<file path="config.mk">
export PLATFORM = sky130hd
export DESIGN_NAME = game_state_fsm
export DESIGN_NICKNAME = d
export VERILOG_FILES = /design/src/rtl/game_state_fsm.sv
export SDC_FILE = /design/constraint.sdc
export NUM_CORES = 1
export LEC_CHECK = 0
export CORE_UTILIZATION = 57
export DETAILED_ROUTE_END_ITERATION = 8
export DONT_BUFFER_PORTS = 1
export PLACE_DENSITY_LB_ADDON = 0.3
export REMOVE_ABC_BUFFERS = 1
export SYNTH_ARGS = -nofsm -noshare
export SYNTH_HDL_FRONTEND = slang
export SYNTH_SLANG_ARGS = --single-unit
</file>
<file path="constraint.sdc">
create_clock -name Clk -period 3.59 [get_ports Clk]
set_clock_uncertainty 0.1 [all_clocks]
set_input_delay 0.359 -clock Clk [delete_from_list [all_inputs] [get_ports Clk]]
set_output_delay 0.359 -clock Clk [all_outputs]
set_load 0.02 [all_outputs]
</file>
<file path="src/rtl/game_state_fsm.sv">
// Match sequencer for the two-player light-cycle game: title, countdown, play,
// pause after a crash, match over. Crash levels become single point pulses.
module game_state_fsm #(
  parameter int COUNTDOWN_FRAMES = 180,
  parameter int PAUSE_FRAMES     = 120
) (
  input  logic       Clk,
  input  logic       Reset,
  input  logic       frame_clk,
  input  logic       start_key,
  input  logic       blue_crashed,
  input  logic       red_crashed,
  input  logic       Blue_W,
  input  logic       Red_W,
  output logic [2:0] Game_State,
  output logic       reset_round,
  output logic       point_blue,
  output logic       point_red,
  output logic       round_active,
  output logic [7:0] frames_left,
  output logic [1:0] winner
);

  typedef enum logic [2:0] {
    TITLE      = 3'd0,
    MATCH_INIT = 3'd1,
    COUNTDOWN  = 3'd2,
    PLAYING    = 3'd3,
    ROUND_OVER = 3'd4,
    MATCH_OVER = 3'd5
  } state_t;

  localparam logic [7:0] CD_LOAD    = 8'(COUNTDOWN_FRAMES);
  localparam logic [7:0] PAUSE_LOAD = 8'(PAUSE_FRAMES);

  state_t     state;
  logic [7:0] counter;
  logic [2:0] frame_sync;
  logic [2:0] start_sync;
  logic       frame_tick;
  logic       start_edge;

  // Two synchronizer flops, then a third flop holding the previous level for edge detection.
  always_ff @(posedge Clk or posedge Reset) begin
    if (Reset) begin
      frame_sync <= 3'b000;
      start_sync <= 3'b000;
    end else begin
      frame_sync <= {frame_sync[1:0], frame_clk};
      start_sync <= {start_sync[1:0], start_key};
    end
  end

  assign frame_tick = frame_sync[1] & ~frame_sync[2];
  assign start_edge = start_sync[1] & ~start_sync[2];

  always_ff @(posedge Clk or posedge Reset) begin
    if (Reset) begin
      state        <= TITLE;
      counter      <= 8'd0;
      reset_round  <= 1'b0;
      point_blue   <= 1'b0;
      point_red    <= 1'b0;
      round_active <= 1'b0;
      winner       <= 2'b00;
    end else begin
      reset_round <= 1'b0;
      point_blue  <= 1'b0;
      point_red   <= 1'b0;
      case (state)
        TITLE: begin
          if (start_edge) begin
            state       <= MATCH_INIT;
            reset_round <= 1'b1;
            winner      <= 2'b00;
          end
        end
        MATCH_INIT: begin
          state   <= COUNTDOWN;
          counter <= CD_LOAD;
        end
        COUNTDOWN: begin
          if (frame_tick) begin
            if (counter <= 8'd1) begin
              counter      <= 8'd0;
              state        <= PLAYING;
              round_active <= 1'b1;
            end else begin
              counter <= counter - 8'd1;
            end
          end
        end
        PLAYING: begin
          // A crash wins over a coincident frame tick; a draw credits nobody.
          if (blue_crashed || red_crashed) begin
            state        <= ROUND_OVER;
            counter      <= PAUSE_LOAD;
            round_active <= 1'b0;
            point_blue   <= red_crashed & ~blue_crashed;
            point_red    <= blue_crashed & ~red_crashed;
          end
        end
        ROUND_OVER: begin
          if (frame_tick) begin
            if (counter <= 8'd1) begin
              counter <= 8'd0;
              if (Blue_W) begin
                state  <= MATCH_OVER;
                winner <= 2'b01;
              end else if (Red_W) begin
                state  <= MATCH_OVER;
                winner <= 2'b10;
              end else begin
                state       <= COUNTDOWN;
                counter     <= CD_LOAD;
                reset_round <= 1'b1;
              end
            end else begin
              counter <= counter - 8'd1;
            end
          end
        end
        MATCH_OVER: begin
          if (start_edge) begin
            state       <= MATCH_INIT;
            reset_round <= 1'b1;
            winner      <= 2'b00;
          end
        end
        default: begin
          state        <= TITLE;
          counter      <= 8'd0;
          round_active <= 1'b0;
          winner       <= 2'b00;
        end
      endcase
    end
  end

  assign Game_State  = state;
  assign frames_left = counter;

endmodule

</file>
==> results of run 1 <==
[layout make-up]
cell class              count  area [um^2]  share of cell area (%)
clock buffers               4         26.3                    1.90
inverters                   4         15.0                    1.09
multi-input cells         111          692                    50.0
flip-flops and latches     23          576                    41.6
well taps                  27         33.8                    2.44
repair buffers              4         40.0                    2.90
[registers in the layout, summed over array words and instances (netlist names)]
signal and flops:
Game_State 3, frame_sync 3, frames_left 8, point_blue 1, point_red 1, reset_round 1
round_active 1, start_sync 3, winner 2
[critical path, delay by kind of cell, from the launching register on]
family | cells | cell delay (ps)
and+or+nand+nor | 5 | 1290
buffers and inverters | 1 | 80
adders and majority gates | 1 | 240
DFF | 1 | 560
[cells by family after synthesis]
kind of cell / share of synthesized area (%)
flip-flops: 44.3
AO/OA/AOI/OAI: 21.5
buffers and inverters: 2.41
AND/OR/NAND/NOR: 28.3
multiplexers: 0.867
adder cells (fa/ha/maj): 1.93
XOR/XNOR: 0.674
[final timing paths]
kind | start | end | slack [ps]
min in group Clk | red_crashed | point_blue | 90
hold / removal | Reset | frames_left[1] | -10
hold reg to reg | start_sync[0] | start_sync[1] | 260
setup / recovery | frames_left[0] | frames_left[6] | 1250
max in group asynchronous | Reset | frame_sync[2] | 2880
setup reg to reg | frames_left[0] | frames_left[6] | 1250
[repair_timing]
item	CTS	global route
gates resized for setup	0	0
endpoints found under the setup margin	0	0
hold buffers	4	0
endpoints found under the hold margin	4	0
[cell usage after synthesis, types with 3 or more instances]
| master | instances |
|---|---|
| dfrtp_1 | 23 |
| nor3_1 | 8 |
| o21ai_0 | 15 |
| nand2_1 | 14 |
| nand2b_1 | 3 |
| nor2b_1 | 4 |
| inv_1 | 4 |
| nand3_1 | 6 |
| clkbuf_1 | 3 |
| a21oi_1 | 5 |
| nor2_1 | 11 |
[per-stage QoR]
stage               setup WS (ps)  std cells  hold WS (ps)  utilization [%]  area (um^2)
floorplan                    1450        138           231                -         1280
finish                       1250        173         -10.4             67.7         1380
global route                 1110        173          68.6             67.7         1380
detailed placement           1280        165           241             64.5         1320
CTS                          1250        173          38.1             67.7         1380
global placement             1360        165           235             64.5         1320
[cell usage in the layout, fill, tap and decap left out, types with 4 or more instances in the layout]
cell / instances
a21oi_1: 5
dfrtp_1: 23
dlygate4sd3_1: 4
inv_1: 4
nand2_1: 14
nand3_1: 6
nor2_1: 11
nor2b_1: 4
nor3_1: 8
o21ai_0: 15
[routing by layer]
metal / vias to the layer above / global-route usage, % / part of all wire (%)
li1: 537 / - / -
met1: 552 / 36.2 / 43
met2: 67 / 39.0 / 46
met3: 7 / 7.10 / 9.2
met4: 0 / 15.2 / 2.2
met5: - / 0 / 0
[where the power goes]
part	leakage, uW	internal, uW	switching (uW)
registers	0.000296	318	185
clock network	0.0000150	43.4	77.5
logic	0.000271	223	317
==> flow_summary_export.csv, run 1 <==
group,metric,value,unit
worst_setup_path,cp_slowest_cell,"dfrtp_1",
synth,syn_area_per_cell,9.15,um^2
synth,netlist_instances,142,
clock_tree,clkTransAtPathRegs,120,ps
placement,gp_congestion,0.882,
global_routing,grt_overflow,0,
drt,final_antenna_net_count,0,
timing,slew_viol_final,0,
cells_and_area,area_growth,6.45,%
placement,dp_hpwl,2.06,mm
worst_setup_path,start_kind,"flop",
synth,async_flop_share,100,%
floorplanning,die_area,0.00247,mm^2
floorplanning,start_util,63.6,%
drt,drt_iter0_drc,43,
timing,rsz0062_at_grt,"false",
worst_setup_path,required,3750,ps
power_and_ir_drop,finalPower,1160,uW
clock_tree,cts.sinks,23,
synth,yosysTopAreaCell,"dfrtp_1",
power_and_ir_drop,max-vdd-ir-drop,413,uV
worst_setup_path,crit_fanout,8,
floorplanning,coreArea,0.00204,mm^2
drt,drc,0,
cells_and_area,finish.net_count,157,
drt,wl,2.88,mm
run_status,violations,"negative hold slack",
floorplanning,ios,25,
cells_and_area,n_antenna_cell,0,
synth,ys_types,47,
clock_tree,clk_path_buf_depth,2,
worst_setup_path,end_kind,"flop",
synth,netlist.area_leader.share,44.3,%
timing,max_slew_margin,43.2,%
cells_and_area,fillers,172,
clock_tree,cts_tree,"done",
drt,num_vias,1163,
run_status,status,"finished, violations left",
synth,synth_area,0.00130,mm^2
power_and_ir_drop,powerDensity,843,mW/mm^2
timing,max_clock_freq,0.428,GHz
floorplanning,chipWidth,49.7,um
synth,yosysWarningCount,0,
power_and_ir_drop,leakagePower,0.000582,uW
synth,seq_area_frac_synth,44.3,%
timing,tightest_slew,851,ps
synth,ys_ff_latch,23,
clock_tree,cts_buffers,3,
timing,hold-worst-slack,-10.4,ps
global_routing,grt_pass1_wl,4.99,mm
clock_tree,post_cts_buffers,0,
drt,wl_per_cell,16.7,um
cells_and_area,drive_gt1_share,7.53,%
timing,finalHoldViolations,23,
flow_run,drv_cap,0,
synth,synth_edf_count,0,
timing,tns,0,ps
synth,ys.flop_type,"dfrtp_1",
worst_setup_path,worstPathArrival,2490,ps
timing,fin_crit_sh,65.1,%
placement,port_buffers,0,
global_routing,antenna_found_initial,0,
clock_tree,clk_latency,310,ps
drt,first_pass_iters,4,
clock_tree,cts_root_buf,"clkbuf_4",
worst_setup_path,crit_type,"reg2reg",
global_routing,first_global_vias,1072,
floorplanning,die_h,49.7,um
worst_setup_path,reg2reg_depth,7,
timing,fin_crit,2340,ps
synth,synth.area.top_cells,"dfrtp_1 (44%), o21ai_0 (5.8%), nand2_1 (4.0%)",
worst_setup_path,worstPathCellList,"inv_1 -> ha_1 -> nor2_1 -> nor4_4 -> or2_1 -> or4_1 -> nand3_1",
timing,finalSetupViolCount,0,
drt,vias_per_cell,6.72,
clock_tree,htree_num_levels,1,
floorplanning,rows,16,
worst_setup_path,slowest_delay,560,ps
hold_path,hp-class,"in2async",
global_routing,track_usage,26.9,%
global_routing,grt_max_degree,24,
Note: power is estimated with default switching activity, not from simulation.
==> inputs of run 2 (changes only) <==
Settings changed: CORE_UTILIZATION 57 to 55.
Clock period 3.59 ns to 2 ns, I/O delays scaled along.
==> run 2 against run 1 <==
Against the previous run: register-to-register slack worse by 1200 ps; combinational power increased to 2.9 times the previous value; via count rose by 11%; the flow now finishes without violations; largest power group unchanged; clock power rose by 82%.
==> flow_summary_export.csv, run 2 (synthesis results as in run 1) <==
group,metric,value,unit
placement,dp_hpwl,2.34,mm
global_routing,grt_overflow,0,
timing,slew_viol_final,0,
power_and_ir_drop,max-vdd-ir-drop,972,uV
floorplanning,die_area,0.00256,mm^2
clock_tree,cts_tree,"done",
drt,wl_per_cell,16.4,um
clock_tree,cts.sinks,23,
drt,vias_per_cell,6.27,
worst_setup_path,crit_type,"reg2reg",
timing,hold-worst-slack,22.8,ps
timing,max_slew_margin,68.5,%
drt,first_pass_iters,4,
placement,dp.cells,189,
floorplanning,coreArea,0.00221,mm^2
timing,tns,0,ps
placement,gp_congestion,0.862,
floorplanning,rows,17,
worst_setup_path,slowest_delay,420,ps
placement,placedInstanceArea,0.00149,mm^2
floorplanning,die_h,50.6,um
cells_and_area,largest_reg_flops,8,
clock_tree,clk_path_buf_depth,2,
worst_setup_path,required,2130,ps
timing,fin_ws,18.3,ps
timing,fin_crit,1980,ps
cells_and_area,multi_input_area,717,um^2
power_and_ir_drop,leakagePower,0.000754,uW
cells_and_area,final_common_cell,"buf_4",
cells_and_area,regArea,576,um^2
worst_setup_path,r2r-end,"frames_left[4]",
timing,finalSetupViolCount,0,
cells_and_area,final_cell_mix,"buf_4 (29), dfrtp_1 (23), nand2_1 (14)",
drt,num_vias,1292,
floorplanning,ios,25,
drt,drc,0,
cells_and_area,stdcell_area,0.00166,mm^2
cells_and_area,n_antenna_cell,0,
cells_and_area,final_cells,206,
hold_path,worstHoldEndpoint,"Game_State[1]",
timing,max_clock_freq,0.505,GHz
worst_setup_path,worstPathCellList,"or3_4 -> nor4_4 -> nor3_2 -> a221o_1 -> a22o_1",
drt,final_antenna_net_count,0,
cells_and_area,fillers,146,
timing,finalHoldViolations,0,
placement,dpl_worst_slack,-68.7,ps
power_and_ir_drop,powerDensity,1510,mW/mm^2
hold_path,holdPathStages,3,
global_routing,grt_max_degree,24,
global_routing,grt_pass1_wl,5.31,mm
floorplanning,start_util,58.7,%
clock_tree,clk_latency,320,ps
worst_setup_path,crit_fanout,4,
global_routing,first_global_vias,1177,
placement,port_buffers,0,
timing,tightest_slew,468,ps
cells_and_area,area_growth,27.6,%
worst_setup_path,crit_family,"simple AND/OR/NAND/NOR gates",
timing,fin_crit_sh,99.1,%
drt,drt_iter0_drc,69,
clock_tree,cts_buffers,3,
worst_setup_path,worstPathArrival,2110,ps
drt,wl,3.38,mm
worst_setup_path,cp_slowest_cell,"or3_4",
worst_setup_path,startpoint,"frames_left[5]",
timing,rsz0062_at_grt,"true",
worst_setup_path,start_kind,"flop",
worst_setup_path,end_kind,"flop",
clock_tree,clkTransAtPathRegs,130,ps
global_routing,antenna_found_initial,0,
run_status,status,"complete, no violations",
worst_setup_path,ff2ff_setup_slack,20,ps
global_routing,track_usage,28.2,%
clock_tree,cts_root_buf,"clkbuf_4",
hold_path,hp-start,"Red_W",
hold_path,hp-class,"in2reg",
flow_run,drv_cap,0,
floorplanning,chipWidth,50.6,um
worst_setup_path,reg2reg_depth,5,
clock_tree,htree_num_levels,1,
cells_and_area,finish.net_count,189,
worst_setup_path,reg2reg_from,"frames_left[5]",
worst_setup_path,path_buf_inv,0,
cells_and_area,drive_gt1_share,27.0,%
==> run 2: how the worst max path moves through the flow <==
| stage | endpoint | slack, ps | cells past startpoint |
|---|---|---|---|
| 3_5_place_dp | frames_left[6] | -70 | 7 |
| 5_1_grt | frames_left[4] | -40 | 5 |
| 2_1_floorplan | frames_left[6] | -140 | 7 |
| 4_1_cts | frames_left[4] | 1 | 5 |
| 3_3_place_gp | Game_State[1] | 40 | 8 |
| 6_report | frames_left[4] | 20 | 5 |
==> run 2: routing by layer <==
layer | track usage (%) | routed length [um] | vias to the layer above
met1 | 37.0 | 1490 | 614
met5 | 0 | 0 | -
met3 | 5.15 | 250 | 12
met4 | 14.4 | 104 | 0
met2 | 44.2 | 1540 | 65
li1 | - | - | 601
==> run 2: metrics by stage <==
step	power, uW	utilization (%)
finish	2510	74.9
global route	2650	74.9
floorplan	1620	-
CTS	2450	74.0
global placement	2060	67.4
detailed placement	2110	67.4
==> run 2: worst min-delay path, stage by stage <==
cell and delay, ps:
nor2_1 70, nand2_1 80, o32ai_1 60
==> run 2: cell type report <==
class,instances,share of cell area (%)
multi-input cells,111,43.2
flip-flops and latches,23,34.7
repair buffers,36,17.4
well taps,28,2.11
clock buffers,3,1.36
inverters,4,0.906
clock inverters,1,0.302
==> run 2: what timing repair did <==
item | CTS | global route
hold buffers | 7 | 0
endpoints found under the hold margin | 30 | 0
buffers inserted | 5 | 2
resized for setup | 3 | 7
gates cloned | 0 | 0
setup endpoints to repair | 7 | 8
pin swaps | 3 | 9
==> run 2: power breakdown <==
group / switching [uW] / leakage, uW / internal, uW
Sequential: 136 / 0.000296 / 573
Clock: 145 / 0.0000177 / 75.0
Combinational: 893 / 0.000441 / 687
Total: 1170 / 0.000754 / 1340
